## config.mk

```make
export PLATFORM = sky130hd
export DESIGN_NAME = match_controller
export DESIGN_NICKNAME = d
export VERILOG_FILES = /design/src/rtl/match_controller.sv
export SDC_FILE = /design/constraint.sdc
export NUM_CORES = 1
export LEC_CHECK = 0
export BUFFER_PORTS_ARGS = -buffer_cell sky130_fd_sc_hd__buf_4
export CAP_MARGIN = 10
export CORE_ASPECT_RATIO = 1.2
export CORE_UTILIZATION = 38
export CTS_CLUSTER_DIAMETER = 50
export DETAILED_ROUTE_END_ITERATION = 6
export GPL_TIMING_DRIVEN = 0
export SYNTH_ARGS = -nofsm -noshare
export SYNTH_HDL_FRONTEND = slang
export SYNTH_SLANG_ARGS = --single-unit
```

## constraint.sdc

```tcl
create_clock -name clk -period 6.2 [get_ports clk]
set_clock_uncertainty 0.05 [all_clocks]
set_input_delay 1.24 -clock clk [delete_from_list [all_inputs] [get_ports clk]]
set_output_delay 1.24 -clock clk [all_outputs]
set_load 0.05 [all_outputs]
```

## src/rtl/match_controller.sv

```systemverilog
// -----------------------------------------------------------------------------
// match_controller
//   Penalty-shootout referee. Counts alternating kicks (the player always kicks
//   first), keeps per-side scores, ends the match as soon as the result can no
//   longer change (optional), and runs sudden death when regulation finishes
//   level. A draw is declared once SD_MAX sudden-death pairs are all level.
//
// Ports
//   clk           in   system clock
//   rst           in   asynchronous active-low reset
//   start         in   pulse: begin a new match (honoured in IDLE or DONE only)
//   abort         in   return to IDLE and clear everything; beats all inputs
//   round_done    in   pulse: current kick resolved (honoured in PLAY only)
//   is_scored     in   qualifies round_done: 1 = shooter scored
//   player_shoots out  1 = player shoots this kick, 0 = player keeps goal
//   kick_idx      out  kicks completed this match
//   score_player  out  player goals (saturating)
//   score_enemy   out  enemy goals (saturating)
//   sudden_death  out  regulation finished level; stays set in DONE
//   match_end     out  high while in DONE
//   match_result  out  1 = player won (valid with match_end)
//   match_draw    out  sudden death exhausted while level (valid with match_end)
// -----------------------------------------------------------------------------
module match_controller #(
   parameter  int ROUNDS    = 5,
   parameter  int SCORE_W   = 4,
   parameter  int SD_MAX    = 10,
   parameter  int EARLY_END = 1,
   localparam int IDX_W     = $clog2(2*(ROUNDS+SD_MAX)+1)
) (
   input  logic               clk,
   input  logic               rst,
   input  logic               start,
   input  logic               abort,
   input  logic               round_done,
   input  logic               is_scored,
   output logic               player_shoots,
   output logic [IDX_W-1:0]   kick_idx,
   output logic [SCORE_W-1:0] score_player,
   output logic [SCORE_W-1:0] score_enemy,
   output logic               sudden_death,
   output logic               match_end,
   output logic               match_result,
   output logic               match_draw
);

   typedef enum logic [1:0] {
      S_IDLE,
      S_PLAY,
      S_CHECK,
      S_DONE
   } state_t;

   // Wide enough that score + remaining-kick sums never overflow.
   localparam int CW = IDX_W + SCORE_W + 2;

   localparam logic [SCORE_W-1:0] SCORE_MAX = '1;
   localparam logic [IDX_W-1:0]   REG_KICKS = IDX_W'(2*ROUNDS);
   localparam logic [IDX_W-1:0]   SD_KICKS  = IDX_W'(2*(ROUNDS+SD_MAX));
   localparam logic [CW-1:0]      ROUNDS_W  = CW'(ROUNDS);

   state_t state;

   // -------------------------------------------------------------------------
   // Decision logic evaluated in CHECK, using the already-updated kick_idx
   // and scores from the PLAY cycle.
   // -------------------------------------------------------------------------
   logic [CW-1:0] sp_w, se_w, pk_w, ek_w;
   logic          early_win, early_loss, level;
   logic          chk_end, chk_result, chk_draw, chk_sd;

   always_comb begin
      sp_w = CW'(score_player);
      se_w = CW'(score_enemy);
      // Player kicks on odd indices, so the player has taken ceil(k/2).
      pk_w = (CW'(kick_idx) + CW'(1)) >> 1;
      ek_w = CW'(kick_idx) >> 1;
   end

   // Only meaningful in regulation where pk, ek <= ROUNDS, so the
   // subtractions cannot underflow there.
   assign early_win  = sp_w > (se_w + (ROUNDS_W - ek_w));
   assign early_loss = se_w > (sp_w + (ROUNDS_W - pk_w));
   assign level      = (score_player == score_enemy);

   always_comb begin
      chk_end    = 1'b0;
      chk_result = 1'b0;
      chk_draw   = 1'b0;
      chk_sd     = 1'b0;
      if (kick_idx < REG_KICKS) begin
         if (EARLY_END != 0) begin
            if (early_win) begin
               chk_end    = 1'b1;
               chk_result = 1'b1;
            end else if (early_loss) begin
               chk_end    = 1'b1;
            end
         end
      end else if (kick_idx == REG_KICKS) begin
         if (!level) begin
            chk_end    = 1'b1;
            chk_result = (score_player > score_enemy);
         end else begin
            chk_sd     = 1'b1;
         end
      end else if (!kick_idx[0]) begin
         // Sudden death is only judged after a complete pair.
         if (!level) begin
            chk_end    = 1'b1;
            chk_result = (score_player > score_enemy);
         end else if (kick_idx >= SD_KICKS) begin
            chk_end    = 1'b1;
            chk_draw   = 1'b1;
         end
      end
   end

   // -------------------------------------------------------------------------
   // Main FSM with registered outputs.
   // -------------------------------------------------------------------------
   always_ff @(posedge clk or negedge rst) begin
      if (!rst) begin
         state         <= S_IDLE;
         player_shoots <= 1'b1;
         kick_idx      <= '0;
         score_player  <= '0;
         score_enemy   <= '0;
         sudden_death  <= 1'b0;
         match_end     <= 1'b0;
         match_result  <= 1'b0;
         match_draw    <= 1'b0;
      end else if (abort) begin
         state         <= S_IDLE;
         player_shoots <= 1'b1;
         kick_idx      <= '0;
         score_player  <= '0;
         score_enemy   <= '0;
         sudden_death  <= 1'b0;
         match_end     <= 1'b0;
         match_result  <= 1'b0;
         match_draw    <= 1'b0;
      end else begin
         case (state)
            S_IDLE, S_DONE: begin
               // DONE keeps every output frozen until a new start.
               if (start) begin
                  state         <= S_PLAY;
                  player_shoots <= 1'b1;
                  kick_idx      <= '0;
                  score_player  <= '0;
                  score_enemy   <= '0;
                  sudden_death  <= 1'b0;
                  match_end     <= 1'b0;
                  match_result  <= 1'b0;
                  match_draw    <= 1'b0;
               end
            end
            S_PLAY: begin
               if (round_done) begin
                  if (is_scored) begin
                     if (player_shoots) begin
                        if (score_player != SCORE_MAX)
                           score_player <= score_player + SCORE_W'(1);
                     end else begin
                        if (score_enemy != SCORE_MAX)
                           score_enemy <= score_enemy + SCORE_W'(1);
                     end
                  end
                  // Bounded by SD_KICKS: the match always ends there.
                  kick_idx <= kick_idx + IDX_W'(1);
                  state    <= S_CHECK;
               end
            end
            S_CHECK: begin
               if (chk_end) begin
                  state        <= S_DONE;
                  match_end    <= 1'b1;
                  match_result <= chk_result;
                  match_draw   <= chk_draw;
               end else begin
                  if (chk_sd)
                     sudden_death <= 1'b1;
                  player_shoots <= ~player_shoots;
                  state         <= S_PLAY;
               end
            end
            default: state <= S_IDLE;
         endcase
      end
   end

endmodule

```

Word level (Yosys, flattened, before mapping)

Cells that the tools add are included.

Bits in registers: 20
Input bits: 6
Output and inout bits: 18
Logic and storage cells: 111

$add $sub $neg: 8
$lt $le $gt $ge: 5
Eq/ne operators: 17
Muxes and demuxes: 60
Bitwise gates (word level): 1
Reductions and logical operators: 11

Operators with widths:

| kind                                                       | number |
|---|---|
| 2-to-1 mux 4 bit                                           | 11 |
| 2-to-1 mux 1 bit                                           | 33 |
| != test 3 bit, second input constant                       | 10 |
| greater-than comparator 4 x 11 -> 1 bit                    | 2 |
| one-hot mux 4 bit (2 select lines)                         | 2 |
| 2-to-1 mux 5 bit                                           | 3 |
| AND reduction 6 bit                                        | 2 |
| one-hot mux 1 bit (2 select lines)                         | 5 |
| one-hot mux 5 bit (2 select lines)                         | 1 |
| AND reduction 3 bit                                        | 3 |
| adder 4 x 1 -> 4 bit, second input constant                | 2 |
| 2-to-1 mux 2 bit                                           | 4 |
| != test 4 bit, second input constant                       | 2 |
| adder 5 x 6 -> 7 bit                                       | 1 |
| adder 5 x 1 -> 6 bit, second input constant                | 1 |
| adder 5 x 5 -> 6 bit                                       | 1 |
| one-hot mux 2 bit (3 select lines)                         | 1 |
| nonzero test 3 bit                                         | 2 |
| subtractor 3 x 5 -> 6 bit, first input constant            | 1 |
| adder 5 x 1 -> 5 bit, second input constant                | 1 |
| equality test 5 x 4 -> 1 bit, second input constant        | 1 |
| >= comparator 5 bit, second input constant                 | 1 |
| less-than comparator 5 x 4 -> 1 bit, second input constant | 1 |
| subtractor 3 x 4 -> 5 bit, first input constant            | 1 |
| other kinds (9)                                            | 10 |

Depth between registers and ports, before layout

Gate-level depths: netlist of the first run.

Depth in word-level cells: 10
Mapped depth: 15
Mapped depth without buffers: 14

Least setup slack after synthesis of the first run

Ideal clock, no wire load.

Path type: reg2reg
Start point: register kick_idx[0]
End point: register player_shoots
Library setup time: 0.060 ns
Data arrival time: 3.812 ns
Data required time: 6.090 ns
Path slack: 2.278 ns
Cell stages (with the launch flop): 16
Buffers on the path: 1
Clock period less this slack: 3.922 ns
Path through: dfrtp_1 ha_1 clkbuf_1 nand2b_1 o22ai_1 a22oi_1 o21ai_0 xor2_1 ha_1 xor2_1 ha_1 and4_1 a21oi_1 or4b_4 a31oi_4 o221a_2

Longest elaborated chain between the ends: 9
Elaborated cells on any way between the ends: 16
Those cells by class: add/sub (3); order compare (3); eq/ne (2); mux (7); reduce/logical (1)

RTL lines:

| element                                 | RTL line | RTL |
|---|---|---|
| start, declared                         | 38       | `output logic [IDX_W-1:0] kick_idx,` |
| start signal, assigned                  | 171      | `kick_idx <= kick_idx + IDX_W'(1);` |
| adder 5 x 1 -> 6 bit                    | 76       | `pk_w = (CW'(kick_idx) + CW'(1)) >> 1;` |
| subtractor 3 x 5 -> 6 bit               | 83       | `assign early_loss = se_w > (sp_w + (ROUNDS_W - pk_w));` |
| adder 5 x 6 -> 7 bit                    | 83       |  |
| greater-than comparator 4 x 11 -> 1 bit | 83       |  |
| 2-to-1 mux 1 bit                        | 96       | `end else if (early_loss) begin` |
| 2-to-1 mux 1 bit                        | 93       | `if (early_win) begin` |
| 2-to-1 mux 1 bit *                      | 91       | `if (kick_idx < REG_KICKS) begin` |
| != test 3 bit (no source line) *        | --       |  |
| AND reduction 3 bit (no source line) *  | --       |  |
| end signal, assigned                    | 184      | `player_shoots <= ~player_shoots;` |
| end, declared                           | 37       | `output logic player_shoots,` |

Mark *: on every way between the ends. The rest lies on a longest branch, timed or not.
A chain may end at the register's enable or synchronous reset.

Worst setup path after layout of the first run

Ends and elaborated chain as after synthesis.

==> results of run 1 <==
metal layers:
metal	GRT usage	up-vias
met5	0	-
li1	-	882
met4	0.0447	0
met1	0.255	818
met3	0.0170	2
met2	0.329	28
path summary, 6_finish.rpt:
| path | start | to | depth (start not counted) |
|---|---|---|---|
| hold reg to reg | match_end | match_end | 1 |
| hold / removal | match_end | match_end | 1 |
| max in group asynchronous | rst | player_shoots | 1 |
| setup / recovery | kick_idx[0] | player_shoots | 15 |
| min in group asynchronous | rst | score_player[1] | 1 |
| setup reg to reg | kick_idx[0] | player_shoots | 15 |
critical path: stages, from the launching register on:
cell      delay [ps]
dfrtp_1          510
ha_1             200
clkbuf_1         310
nand2b_1         200
o22ai_1           80
a22oi_1          120
o21ai_0          130
xor2_1           170
ha_1             340
xor2_1           190
ha_1             310
and4_1           180
a21oi_1          180
or4b_4           540
a31oi_4          240
o221a_2          220
flip-flops by register name, summed over array words and instances (netlist names):
name,flops
sudden_death,1
score_player,4
score_enemy,4
state,2
match_draw,1
match_result,1
match_end,1
player_shoots,1
kick_idx,5
report_power, final:
part           switching, uW  leakage [uW]  internal, uW
combinational           33.3      0.000691          16.9
clock                   48.5     0.0000357          86.2
sequential              3.09      0.000274           133
total                   84.9       0.00100           236
cell families after synthesis:
group / synth area share
adders and majority gates: 0.207
xor gates and xnor gates: 0.0495
buffers and inverters: 0.0508
muxes: 0.00515
AOI/OAI and AO/OA: 0.210
DFF: 0.258
and+or+nand+nor: 0.219
cell usage after synthesis (all sizes together) (2+ instances only):
cell	n	area [um^2]
nor2b	8	50.1
nor2	17	63.8
a21oi	15	75.1
o21ai	16	80.1
a22oi	3	22.5
o21a	2	15.0
fa	2	40.0
nand2	14	52.6
dfrtp	19	475
nand4	3	18.8
xor2	5	43.8
nor3	4	20.0
or2	2	12.5
nand2b	7	43.8
o211ai	5	37.5
clkbuf	6	22.5
and2	2	15.0
nand3	13	65.1
and4	2	17.5
xnor2	6	52.6
a31oi	2	27.5
ha	29	363
inv	17	63.8
o31ai	6	45.0
buf	2	12.5
metrics by stage:
step	area [um^2]	util	hold WS (ps)
2_1_floorplan	1940	-	530
3_3_place_gp	2180	0.442	455
3_5_place_dp	2180	0.442	472
4_1_cts	2260	0.457	493
5_1_grt	2260	0.457	521
6_report	2260	0.457	486
cell type report:
| class | instances | area (um^2) |
|---|---|---|
| fillers | 509 | 2680 |
| multi-input cells | 184 | 1340 |
| flip-flops and latches | 20 | 502 |
| repair buffers | 22 | 165 |
| well taps | 60 | 75.1 |
| inverters | 17 | 63.8 |
| clock buffers | 3 | 41.3 |
| plain buffers | 8 | 35.0 |
| clock inverters | 1 | 30.0 |
==> results.md, run 1 <==
* Headroom to the max-slew limit at 0.684
* Worst-Margin Slew at 470 ps
* Share of cells above drive strength 1 at 0.141
* Ports at 24
* Die Area at 5410 um^2
* Period utilization at 0.647
* Kind of critical path: reg2reg
* Final setup margin at 2190 ps
* Synth-to-layout area growth at 16.0%
* Clock buffer depth at 2
* Worst setup EP type: flip-flop
* Met2 Routed Length at 2.25 mm
* Via Count at 1730
* DR WL met3 at 92 um
* Slew Viols, Final at 0
* Resize count post-CTS at 0
* Mapped Nets at 266
* Non-filler cells, final at 315
* Status: completed
* Arr. time, crit path at 4180 ps
* Die X at 67.3 um
* CTS Buf Count at 3
* Post-CTS setup repair buffer count at 0
* Initial cell density of the core at 0.394
* Most used DFF post-synth: dfrtp_1
* Vias in the first global route at 1625
* CP required at 6370 ps
* Post-synth EDFFs at 0
* First-pass detailed-route iteration total at 4
* GRT Residual Overflow at 0
* Largest net degree at the start of global routing at 21
* Tmin final at 4010 ps
* Critical Path Start Type: flip-flop
* Cells after synthesis at 229
* Tot Pwr at 321 uW
* Worst-path clk slew at 90 ps
* Most frequent cells in the layout: ha_1 (29), buf_4 (23), dfrtp_1 (19)
* Syn_area_per_cell at 8.49 um^2
* DPL Wire Length at 3.57 mm
* Final Routed Wirelength at 4.68 mm
* Drt drc at 0
* TritonCTS clock tree: yes
* Die Y at 80.4 um
* Root Driver: clkbuf_8
* # placed instances at 311
* Routability cong. at 0.811
* # setup viols final at 0
* Final Hold Viols at 0
* GR Util All Layers at 0.192
* Leak Pwr at 0.00100 uW
* Worst Hold Class: reg2reg
* Worst Path Max Fanout at 9
* Layout net count at 293
* CTS HTree Levels at 1
* Unique cell type count in the Yosys netlist at 50
* First-pass GRT wire length at 7.84 mm
* Seq/Total Area, Yosys at 0.258
* CTS Sinks at 20
* Highest metal used: met4
* Port Buf Inserts at 22
* Synth async-reset ratio at 1.00
* Antenna-violating nets left at 0
* Reg2Reg Setup Slack at 2190 ps
* Pre-CTS WS at 2210 ps
* Power per Cell Area at 142 nW/um^2
* Wl on met1 at 2.29 mm
* Max Cap Viol at 0
* Setup TNS at 0 ps
* Initial antenna violation count at 0
* Routed vias/inst at 5.49
* Latest clock arrival within the worst-skew pair at 270 ps
* #FFs+latches synth at 20
* Diodes inserted at 0
* Hold buffers post-CTS at 0
* WL/cell at 14.9 um
* RSZ-0062 raised after global routing: false
* Mapped Area at 1940 um^2
* Max VDD drop at 0.0771 mV
* Fmax achieved at 0.249 GHz
* Commonest non-fill, non-tap cell in the layout: ha_1
* Core area at 4940 um^2
* # rows at 28
* DR iter-0 viols at 64
* Yosys warns at 0
Power figures use the tool's default switching activity.
==> run 2, diff against run 1 <==
- clock period: 6.2 -> 3.6 ns (I/O delays scaled with it)
==> run 2 against run 1 <==
Effect of this change: hold slack lost 220 ps; wire length grew 2.1%; combinational power is 76% higher; critical path type unchanged.
==> results.md, run 2 (same netlist as run 1, synthesis figures left out) <==
* Status: completed
* Worst Hold Class: in2async
* Period utilization at 0.952
* CP required at 3770 ps
* Tmin final at 3430 ps
* Port Buf Inserts at 22
* Worst-path clk slew at 90 ps
* Via Count at 1761
* Largest net degree at the start of global routing at 21
* Total internal power at 407 uW
* Power per Cell Area at 234 nW/um^2
* Setup TNS at 0 ps
* Largest Register: kick_idx
* Max reg flops at 5
* DR iter-0 viols at 58
* Worst setup EP type: flip-flop
* Hold buffers post-CTS at 0
* # rows at 28
* Leak Pwr at 0.00104 uW
* Fmax achieved at 0.292 GHz
* Headroom to the max-slew limit at 0.672
* Antenna-violating nets left at 0
* Die Y at 80.4 um
* Routability cong. at 0.795
* First-pass detailed-route iteration total at 4
* Gate power share at 0.159
* First-pass GRT wire length at 8.12 mm
* Core area at 4940 um^2
* Post-route cell area at 2370 um^2
* Post-Place Cell Area at 2190 um^2
* Initial antenna violation count at 0
* Share of cells above drive strength 1 at 0.221
* WL/cell at 14.8 um
* Final Hold Viols at 0
* Drt drc at 0
* Worst Path Max Fanout at 8
* Reg power frac at 0.418
* # setup viols final at 0
* Kind of critical path: reg2reg
* Final Routed Wirelength at 4.78 mm
* GRT Residual Overflow at 0
* Max Cap Viol at 0
* Clock buffer depth at 2
* CTS Buf Count at 3
* Clk pwr share at 0.423
* Ports at 24
* Diodes inserted at 0
* Biggest regs: kick_idx: 5 flops, score_enemy: 4 flops, score_player: 4 flops
* Die Area at 5410 um^2
* Slew Viols, Final at 0
* Arr. time, crit path at 3590 ps
* CTS HTree Levels at 1
* Sw frac at 0.268
* Layout net count at 300
* Most frequent cells in the layout: buf_4 (31), ha_1 (27), nor2_1 (17)
* Max VDD drop at 0.140 mV
* Fill cells at 493
* Synth-to-layout area growth at 22.0%
* Die X at 67.3 um
* Critical Path Start Type: flip-flop
* CTS Sinks at 20
* Pre-CTS WS at -207 ps
* Routed vias/inst at 5.47
* DPL Wire Length at 3.56 mm
* Initial cell density of the core at 0.394
* GR Util All Layers at 0.202
* TritonCTS clock tree: yes
* Commonest non-fill, non-tap cell in the layout: buf_4
* Latest clock arrival within the worst-skew pair at 270 ps
* Worst-Margin Slew at 490 ps
* Final setup margin at 174 ps
* Vias in the first global route at 1698
* Root Driver: clkbuf_8
* P_sw at 149 uW
==> run 2: per-layer routing <==
layer | wire (um) | vias up | global-route usage | share of wire
li1 | - | 901 | - | -
met4 | 114 | 0 | 0.0809 | 0.024
met5 | 0 | - | 0 | 0
met1 | 2200 | 815 | 0.258 | 0.46
met2 | 2300 | 36 | 0.332 | 0.48
met3 | 169 | 9 | 0.0327 | 0.035
==> run 2: path summary, 6_finish.rpt <==
path                             start  depth (start not counted)  slack, ps        endpoint
min reg2reg                  match_end                          1        490       match_end
min                                rst                          1        270  score_enemy[3]
max reg2reg                kick_idx[1]                         14        170   player_shoots
max in group asynchronous          rst                          1       2950   player_shoots
min in group clk             match_end                          1        490       match_end
max                        kick_idx[1]                         14        170   player_shoots
==> run 2: power groups by stage <==
stage | registers (uW) | clock network (uW) | logic (uW)
after floorplan | 243 | 0 | 51.9
after global placement | 238 | 0 | 85.1
after detailed placement | 238 | 0 | 86.1
after CTS | 232 | 242 | 89.4
after global routing | 233 | 253 | 101
final | 232 | 235 | 88.5
==> run 2: through the flow <==
stage	total power [uW]	instances	utilization	hold slack, ps
after floorplan	295	229	-	374
after global placement	323	311	0.444	454
after detailed placement	324	311	0.444	478
after CTS	563	320	0.469	277
after global routing	587	322	0.480	276
final	556	322	0.480	271
==> run 2: cell type report <==
cell class	count	area, um^2	share of cell area
Multi-Input combinational cell	184	1400	0.590
Inverter	17	63.8	0.0269
Clock inverter	1	30.0	0.0127
Buffer	7	31.3	0.0132
Tap cell	60	75.1	0.0316
Sequential cell	20	507	0.214
Timing Repair Buffer	30	225	0.0949
Clock buffer	3	41.3	0.0174
==> run 2: what timing repair did <==
item,4_1_cts,5_1_grt
gates resized for setup,5,9
pin swaps,5,6
setup endpoints to repair,5,4
buffers inserted,6,2
==> run 2: critical path, stage by stage (launching register included) <==
cell     delay (ps)
dfrtp_2         430
ha_4            200
nand2_2          90
o31ai_2          70
a22oi_1         190
o21ai_1         110
xor2_1          190
ha_1            310
xor2_1          180
ha_1            310
and4_1          170
a21oi_2         130
or4b_4          520
a31oi_4         220
o221a_2         210
==> run 3, diff against run 2 <==
- CORE_UTILIZATION: 38 -> 50
- PLACE_DENSITY: not set -> 0.73
==> run 3 against run 2 <==
Effect of this change: clock-buffer cell count increased by 1; die area decreased by 23%; sequential share of layout area increased by 0.44 points; clock power decreased by 26%; critical endpoint unchanged; design area decreased by 2.3%; wire length decreased by 8.8%; non-clock buffer count decreased by 1.
==> results.md, run 3 (same netlist as run 1, synthesis figures left out) <==
* Biggest regs: kick_idx: 5 flops, score_enemy: 4 flops, score_player: 4 flops
* Leak Pwr at 0.00102 uW
* Largest net degree at the start of global routing at 21
* Tot Pwr at 494 uW
* Reg2Reg Setup Slack at 210 ps
* Most frequent cells in the layout: buf_4 (30), ha_1 (26), inv_1 (17), nor2_1 (17), dfrtp_1 (16)
* Worst Path Max Fanout at 8
* Kind of critical path: reg2reg
* Fmax achieved at 0.295 GHz
* CP max stage delay at 520 ps
* Port Buf Inserts at 22
* Setup TNS at 0 ps
* Worst-path clk slew at 70 ps
* Max Cap Viol at 0
* CP Launch Point: kick_idx[0]
* CTS Sinks at 20
* RSZ-0062 raised after global routing: false
* Drt drc at 0
* Top delay family on crit path: compound AO/OA/AOI/OAI gates
* GR Util All Layers at 0.239
* Root Driver: clkbuf_8
* DR iter-0 viols at 64
* Via Count at 1752
* Gate power share at 0.179
* Arr. time, crit path at 3550 ps
* # placed instances at 303
* Die Area at 4140 um^2
* Slew Viols, Final at 0
* Global routing's busiest layer: met2
* Multi-input logic area at 1380 um^2
* Hold buffers post-CTS at 0
* Latest clock arrival within the worst-skew pair at 260 ps
* Met1 global-route usage at 0.305
* Worst setup EP type: flip-flop
* Reg-to-reg critical path startpoint: kick_idx[0]
* Largest Register: kick_idx
* Final Routed Wirelength at 4.36 mm
* Worst-Margin Slew at 452 ps
* GRT Residual Overflow at 0
* Min Hold Slack at 276 ps
* TritonCTS clock tree: yes
* Clk pwr share at 0.350
* Non-filler cells, final at 313
* Vias in the first global route at 1680
* Die X at 58.9 um
* Reg power frac at 0.471
* First-pass GRT wire length at 7.53 mm
* P_sw at 138 uW
* # setup viols final at 0
* Diodes inserted at 0
* CP required at 3760 ps
* Slowest-stage cell, CP: or4b_4
* CTS Buf Count at 3
* Worst Hold Class: in2async
* Register area at 505 um^2
* Status: completed
* Final Hold Viols at 0
* First-pass detailed-route iteration total at 4
* Die Y at 70.3 um
* Synth-to-layout area growth at 19.2%
* Reg2reg end: player_shoots
* Routability cong. at 0.866
* Clock buffer depth at 2
* GR Util met3 at 0.0463
* Layout net count at 299
* Critical Path Start Type: flip-flop
* Ports at 24
* DPL Wire Length at 3.36 mm
* Period utilization at 0.941
* Antenna-violating nets left at 0
* Share of cells above drive strength 1 at 0.207
* CP Buf/Inv Count at 1
* Power per Cell Area at 213 nW/um^2
* Routed vias/inst at 5.60
* Core area at 3660 um^2
* Sw frac at 0.279
* Headroom to the max-slew limit at 0.696
* CTS HTree Levels at 1
* Fill cells at 332
* # rows at 24
* Total internal power at 357 uW
* Tmin final at 3390 ps
* WL/cell at 13.9 um
* Max VDD drop at 0.122 mV
* Met2 GRT Util at 0.386
* Max reg flops at 5
* Initial antenna violation count at 0
* Commonest non-fill, non-tap cell in the layout: buf_4
* Initial cell density of the core at 0.531
* Worst path cell trace: buf_4, nand2_1, o31ai_1, a22oi_1, o21ai_1, xor2_1, ha_1, xor2_1, ha_1, and4_1, a21oi_2, or4b_4, a31oi_4, o221a_2
* R2R cell count at 14
run 3: cell types whose count changed in the layout (fill, tap and decap cells not counted), sizes merged:
cell	previous run	this run
bufinv	1	0
clkbuf	8	9
buf	32	31
run 3: what timing repair did:
action                     CTS  global route
setup endpoints to repair    4             5
cloned                       0             0
resized for setup            3             7
buffers inserted             6             1
pin swaps                    2             3
run 3: cell type report:
type / instances / share of cell area
plain buffers: 7 / 0.0135
clock buffers: 4 / 0.0237
inverters: 17 / 0.0275
multi-input cells: 184 / 0.595
flip-flops and latches: 20 / 0.218
well taps: 52 / 0.0281
repair buffers: 29 / 0.0939
run 3: power groups by stage:
stage	clock [uW]	combinational [uW]	sequential, uW
3_5_place_dp	0	86.0	238
3_3_place_gp	0	84.7	238
4_1_cts	179	88.9	232
5_1_grt	188	100	233
6_report	173	88.4	233
2_1_floorplan	0	51.9	243
run 3: metal layers:
layer | vias up | part of all wire | wire, um
met3 | 7 | 0.031 | 134
met2 | 31 | 0.48 | 2090
li1 | 893 | - | -
met4 | 0 | 0.016 | 69
met1 | 821 | 0.47 | 2070
met5 | - | 0 | 0
run 3: metrics by stage:
stage | instance area [um^2] | setup WS, ps | utilization
after floorplan | 1950 | 5.52 | -
after global placement | 2180 | -80.8 | 0.596
after detailed placement | 2180 | -115 | 0.596
after CTS | 2290 | 3.18 | 0.626
after global routing | 2320 | 9.09 | 0.633
final | 2320 | 211 | 0.633
run 3: worst max-delay path by stage:
stage | slack [ps] | cells after the start | end
4_1_cts | 3 | 15 | player_shoots
2_1_floorplan | 6 | 15 | player_shoots
3_5_place_dp | -110 | 15 | player_shoots
5_1_grt | 9 | 14 | player_shoots
6_report | 210 | 14 | player_shoots
3_3_place_gp | -80 | 15 | player_shoots
run 3: worst reg2reg max path, cell delays in order (launching register included):
cell and delay (ps):
dfrtp_2 430, buf_4 170, nand2_1 150, o31ai_1 90
a22oi_1 170, o21ai_1 100, xor2_1 150, ha_1 300
xor2_1 170, ha_1 310, and4_1 190, a21oi_2 120
or4b_4 520, a31oi_4 230, o221a_2 210
